## src/rtl/operand_byte_loader_if.sv

```systemverilog
// Operand-entry bus: raw pushbutton and switch inputs in, assembled operands out.
interface operand_byte_loader_if;
  logic        enter;
  logic [7:0]  inputdata;
  logic        loaddata;
  logic [31:0] dataA;
  logic [31:0] dataB;
  logic        inputdata_ready;
  logic        operand_sel;
  logic [1:0]  byte_count;
  logic        byte_strobe;

  modport master (
    output enter, inputdata, loaddata,
    input  dataA, dataB, inputdata_ready, operand_sel, byte_count, byte_strobe
  );

  modport slave (
    input  enter, inputdata, loaddata,
    output dataA, dataB, inputdata_ready, operand_sel, byte_count, byte_strobe
  );
endinterface

```

## src/rtl/operand_byte_loader.sv

```systemverilog
// Debounced pushbutton byte entry that assembles two 32-bit operands, MSB first,
// into dataA then dataB and flags completion for the multiplier datapath.
module operand_byte_loader #(
  parameter int unsigned DEBOUNCE_CYCLES   = 4,
  parameter int unsigned BYTES_PER_OPERAND = 4
) (
  input logic                 clk,
  input logic                 reset,
  operand_byte_loader_if.slave bus
);

  localparam int unsigned CNT_W = $clog2(DEBOUNCE_CYCLES);
  localparam logic [CNT_W-1:0] CNT_LAST  = CNT_W'(DEBOUNCE_CYCLES - 1);
  localparam logic [1:0]       BYTE_LAST = 2'(BYTES_PER_OPERAND - 1);

  typedef enum logic [1:0] {
    LOAD_A = 2'd0,
    LOAD_B = 2'd1,
    DONE   = 2'd2
  } state_e;

  logic             s1_q, s2_q;
  logic             stable_q, stable_dly_q;
  logic [CNT_W-1:0] cnt_q;
  logic             capture;

  state_e      state_q, state_d;
  logic [31:0] dataA_q, dataA_d;
  logic [31:0] dataB_q, dataB_d;
  logic [1:0]  byte_count_q, byte_count_d;
  logic        strobe_q, strobe_d;

  // Synchronizer and debounce run independently of the entry FSM so that
  // loaddata never disturbs a press already in progress.
  always_ff @(posedge clk) begin
    if (reset) begin
      s1_q         <= 1'b0;
      s2_q         <= 1'b0;
      stable_q     <= 1'b0;
      stable_dly_q <= 1'b0;
      cnt_q        <= '0;
    end else begin
      s1_q         <= bus.enter;
      s2_q         <= s1_q;
      stable_dly_q <= stable_q;
      if (s2_q == stable_q) begin
        cnt_q <= '0;
      end else if (cnt_q == CNT_LAST) begin
        stable_q <= s2_q;
        cnt_q    <= '0;
      end else begin
        cnt_q <= cnt_q + CNT_W'(1);
      end
    end
  end

  assign capture = stable_q & ~stable_dly_q;

  always_comb begin
    state_d      = state_q;
    dataA_d      = dataA_q;
    dataB_d      = dataB_q;
    byte_count_d = byte_count_q;
    strobe_d     = 1'b0;

    if (bus.loaddata) begin
      state_d      = LOAD_A;
      dataA_d      = '0;
      dataB_d      = '0;
      byte_count_d = '0;
    end else if (capture) begin
      case (state_q)
        LOAD_A: begin
          strobe_d = 1'b1;
          dataA_d  = {dataA_q[23:0], bus.inputdata};
          if (byte_count_q == BYTE_LAST) begin
            byte_count_d = '0;
            state_d      = LOAD_B;
          end else begin
            byte_count_d = byte_count_q + 2'd1;
          end
        end
        LOAD_B: begin
          strobe_d = 1'b1;
          dataB_d  = {dataB_q[23:0], bus.inputdata};
          if (byte_count_q == BYTE_LAST) begin
            byte_count_d = '0;
            state_d      = DONE;
          end else begin
            byte_count_d = byte_count_q + 2'd1;
          end
        end
        default: ;
      endcase
    end
  end

  always_ff @(posedge clk) begin
    if (reset) begin
      state_q      <= LOAD_A;
      dataA_q      <= '0;
      dataB_q      <= '0;
      byte_count_q <= '0;
      strobe_q     <= 1'b0;
    end else begin
      state_q      <= state_d;
      dataA_q      <= dataA_d;
      dataB_q      <= dataB_d;
      byte_count_q <= byte_count_d;
      strobe_q     <= strobe_d;
    end
  end

  assign bus.dataA           = dataA_q;
  assign bus.dataB           = dataB_q;
  assign bus.byte_count      = byte_count_q;
  assign bus.byte_strobe     = strobe_q;
  assign bus.operand_sel     = (state_q != LOAD_A);
  assign bus.inputdata_ready = (state_q == DONE);

endmodule

```

## src/flat_wrapper.sv

```systemverilog
// flat-port wrapper written by rule: the top's interface ports become plain ports
module operand_byte_loader_flat 
#(
  parameter int unsigned DEBOUNCE_CYCLES   = 4,
  parameter int unsigned BYTES_PER_OPERAND = 4
)
  (clk, reset, bus_enter, bus_inputdata, bus_loaddata, bus_dataA, bus_dataB, bus_inputdata_ready, bus_operand_sel, bus_byte_count, bus_byte_strobe);
  operand_byte_loader_if bus_i ();
  input logic clk;
  input logic reset;
  input wire logic [$bits(bus_i.enter)-1:0] bus_enter;
  input wire logic [$bits(bus_i.inputdata)-1:0] bus_inputdata;
  input wire logic [$bits(bus_i.loaddata)-1:0] bus_loaddata;
  output wire logic [$bits(bus_i.dataA)-1:0] bus_dataA;
  output wire logic [$bits(bus_i.dataB)-1:0] bus_dataB;
  output wire logic [$bits(bus_i.inputdata_ready)-1:0] bus_inputdata_ready;
  output wire logic [$bits(bus_i.operand_sel)-1:0] bus_operand_sel;
  output wire logic [$bits(bus_i.byte_count)-1:0] bus_byte_count;
  output wire logic [$bits(bus_i.byte_strobe)-1:0] bus_byte_strobe;
  assign bus_i.enter = bus_enter;
  assign bus_i.inputdata = bus_inputdata;
  assign bus_i.loaddata = bus_loaddata;
  assign bus_dataA = bus_i.dataA;
  assign bus_dataB = bus_i.dataB;
  assign bus_inputdata_ready = bus_i.inputdata_ready;
  assign bus_operand_sel = bus_i.operand_sel;
  assign bus_byte_count = bus_i.byte_count;
  assign bus_byte_strobe = bus_i.byte_strobe;
  operand_byte_loader #(.DEBOUNCE_CYCLES(DEBOUNCE_CYCLES), .BYTES_PER_OPERAND(BYTES_PER_OPERAND)) u_core (.clk(clk), .reset(reset), .bus(bus_i));
endmodule
```

## config.mk

```make
export PLATFORM = sky130hd
export DESIGN_NAME = operand_byte_loader_flat
export DESIGN_NICKNAME = d
export VERILOG_FILES = /design/src/rtl/operand_byte_loader_if.sv /design/src/rtl/operand_byte_loader.sv /design/src/flat_wrapper.sv
export SDC_FILE = /design/constraint.sdc
export NUM_CORES = 1
export LEC_CHECK = 0
export CORE_MARGIN = 1.5
export CORE_UTILIZATION = 41
export CTS_CLUSTER_DIAMETER = 60
export CTS_CLUSTER_SIZE = 8
export DETAILED_ROUTE_END_ITERATION = 6
export PLACE_DENSITY_LB_ADDON = 0.12
export SLEW_MARGIN = 20
export SYNTH_ARGS = -nofsm -noshare
export SYNTH_HDL_FRONTEND = slang
export SYNTH_SLANG_ARGS = --single-unit
```

## constraint.sdc

```tcl
create_clock -name clk -period 1.5 [get_ports clk]
set_input_delay 0.225 -clock clk [delete_from_list [all_inputs] [get_ports clk]]
set_output_delay 0.225 -clock clk [all_outputs]
set_load 0.05 [all_outputs]
```

==> summary.md <==
| Metric | Value |
|---|---|
| Pwr Total | 3.809 mW |
| Critical path's largest stage delay | around 380 ps |
| Setup TNS Final | 0 ps |
| TritonCTS Buffers | 9 |
| IO buf count | 80 |
| Cell Pwr Density | 914.6 nW/µm² |
| Final hold violations | 0 |
| Peak supply drop | 0.0004130 V |
| Placer Congestion | around 0.75 |
| Pins Over Slew Limit | 0 |
| Netlist cell types | 25 |
| Post-route cell area | between 4000 and 5000 µm² |
| Sequential share of power | 0.523 |
| Syn Area/Cell | 11.85 µm² |
| Crit path launch | u_core.state_q[0]$_SDFFE_PP0P_ |
| RSZ-0062 raised after global routing | no |
| Post_cts resized | 0 |
| Critical Path Source Type | flip-flop |
| CP required | 1270 ps |
| Reg2Reg Depth | 3 |
| Die Width | 91.03 µm |
| FP Rows | 31 |
| Final Net Count | 358 |
| Cells along the critical path | or2_2, buf_12 |
| CTS hold repair buffers | 0 |
| Area delta synth->final | 31.11% |
| Vias in the first global route | 2141 |
| Core Footprint | 7370 µm² |
| Clock buffer depth | 2 |
| Max_cap viols | 0 |
| Chip height | about 91 µm |
| Worst Path Max Fanout | 8 |
| TritonCTS clock tree | built |
| Initial antenna violation count | 0 |
| Commonest cells after routing, fill and taps aside | buf_4 (73), dfxtp_1 (72), mux2i_1 (65) |
| R2R Setup Slk | around 150 ps |
| Dpl cell area | around 3900 µm² |
| Crit path kind | reg -> out |
| Mapped Cells | 268 |
| Clock-pin slew on the worst setup and hold paths | 70 ps |
| Die area | 8286 µm² |
| Post-route minimum period | 1431 ps |
| Wirelength, routed | 6880 µm |
| Largest net degree at the start of global routing | 47 |
| Util after Layout | 0.5652 |
| I/O pins | 81 |
| CP delay by family, top | flip-flops |
| Initial DRC Count | 78 |
| HPWL after detailed placement | around 4600 µm |
| Switching share of power | 0.2094 |
| Setup bufs post-CTS | 0 |
| Slew headroom | 0.7442 |
| Grt total ovfl | 0 |
| Hold path startpoint | bus_loaddata |
| Filler cells | ~660 |
| Post-DRT Antenna Nets | 0 |
| Max Clock Skew | 5.481 ps |
| Status | finished, final reports clean |
| WP depth | 2 |
| Synth Flop Type | dfxtp_1 |
| Commonest non-fill, non-tap cell in the layout | buf_4 |
| Setup violators final | 0 |
| Num Clock Sinks | 75 |
| Gr usage total | 0.1709 |
| EDFF count, synth | 0 |
| Sequential share of the synthesized area | 0.4726 |
| Final worst-path cycle share | 0.9538 |
| Async set or reset register ratio after synthesis | 0 |
| Synthesized flop and latch total | 75 |
| Clk pwr share | 0.444 |
| Cell taking the most area after synthesis | dfxtp_1 |
| Number of diodes | 0 |
| CP arrival | ~1200 ps |
| Area of the multi-input gates | 1533 µm² |
| CP endpoint kind | output pin |
| Drt via density | 4.940 |
| Slowest stage cell, crit path | dfxtp_1 |
| Psw | 0.7978 mW |
| Layout cells sized above 1 | 0.4195 |
| Root buffer cell | clkbuf_8 |
| DRC Markers | 0 |
| Largest cells by area after synthesis | dfxtp_1 (47%), mux2i_1 (20%), or3b_2 (11%), or3b_1 (8.8%), buf_6 (1.8%) |
| Worst flop-to-flop path startpoint | u_core.bus.byte_count[0]$_SDFFE_PP0P_ |
| Drt first pass iters | 4 |
| Synthesized netlist net count | 282 |
| First-pass GRT wire length | between 10000 and 15000 µm |
| Lkg Pwr | ~1.7 nW |
| Share of the synthesized area in the top cell type | 0.4726 |
| Worst setup path end | bus_operand_sel |
| FF/Latch Area | 1505 µm² |
| Yosys warnings | 0 |
| Post-synthesis cell area | 3177 µm² |
| Fmax | about 700 MHz |
| RR Endpoint | u_core.state_q[0]$_SDFFE_PP0P_ |
| Internal | 3.012 mW |
| Comb pwr share | 0.032 |
| Worst-Margin Slew | 382.9 ps |
| WL/cell | 15.39 µm |
| H-tree depth | 3 |
| Initial core utilization | 0.4311 |
| Worst-Skew Late Latency | 340 ps |
| Worst min path class | in -> reg |
| Vias | 2208 |
| CP Buf/Inv Count | 1 |
[layer usage]
metal,GRT usage,part of all wire,vias up
li1,-,-,1127
met1,0.2301,0.49,1014
met2,0.2488,0.44,59
met3,0.05528,0.063,8
met4,0.07422,0.012,0
met5,0,0,-
[logic make-up (layout without fill, tap and decap cells)]
family | Yosys count | after routing | synth area share
simple gates | 95 | 95 | 0.2517
fa+ha+maj | 2 | 2 | 0.007876
mux | 68 | 68 | 0.2154
xor+xnor | 1 | 1 | 0.002757
compound gates | 1 | 1 | 0.002757
flops | 75 | 75 | 0.4726
buf+inv | 26 | 106 | 0.04686
[power by group through the flow]
stage          Combinational (mW)  Sequential, mW  Clock [mW]
2_1_floorplan              0.0652            2.04           0
3_3_place_gp                0.124            2.04           0
3_5_place_dp                0.124            2.04           0
4_1_cts                     0.125            1.99        1.75
5_1_grt                     0.135            1.99        1.83
6_report                    0.123            1.99        1.69
[final cells by class]
class | count | share of cell area
Timing Repair Buffer | 91 | 0.1892
Clock buffer | 10 | 0.03304
Clock inverter | 5 | 0.01862
Multi-Input combinational cell | 167 | 0.3680
Sequential cell | 75 | 0.3614
Tap cell | 99 | 0.02974
[registers in the layout, indices dropped and copies added, names as in the netlist]
register                count
u_core.bus.dataA           32
u_core.bus.byte_strobe      1
u_core.s1_q                 1
u_core.state_q              2
u_core.s2_q                 1
u_core.bus.byte_count       2
u_core.stable_q             1
u_core.bus.dataB           32
u_core.cnt_q                2
u_core.stable_dly_q         1
[worst min-delay path, delay by kind of cell]
family,cells,cell delay [ps]
simple gates,1,170
mux,1,160
buf+inv,1,140
[stage by stage]
step | cells | hold slack (ps) | setup WS, ps
finish | 447 | 376.7 | 69.28
global route | 447 | 403.3 | 5.488
CTS | 447 | 363.8 | 0.5128
detailed placement | 432 | 429.0 | 97.89
global placement | 432 | 414.0 | 99.99
floorplan | 268 | 353.2 | 47.90
[Yosys cell counts, types with 2 or more instances]
master and number:
mux2_2 3, nor4_1 2, nor2b_1 4, buf_6 5, ha_1 2, mux2i_1 65, nor2_1 2, nor4b_1 2
buf_2 4, dfxtp_1 75, buf_4 2, or3b_2 40, clkbuf_1 14, nor3b_1 6, or3b_1 32
[worst min path at each step]
stage | depth (start not counted) | to | slack [ps]
floorplan | 1 | u_core.s1_q$_SDFF_PP0_ | 350
global placement | 1 | u_core.cnt_q[0]$_SDFF_PP0_ | 410
detailed placement | 1 | u_core.cnt_q[0]$_SDFF_PP0_ | 430
CTS | 3 | u_core.bus.byte_count[0]$_SDFFE_PP0P_ | 360
global route | 3 | u_core.bus.byte_count[0]$_SDFFE_PP0P_ | 400
finish | 3 | u_core.bus.byte_count[0]$_SDFFE_PP0P_ | 380
Note: power is estimated with default switching activity, not from simulation.
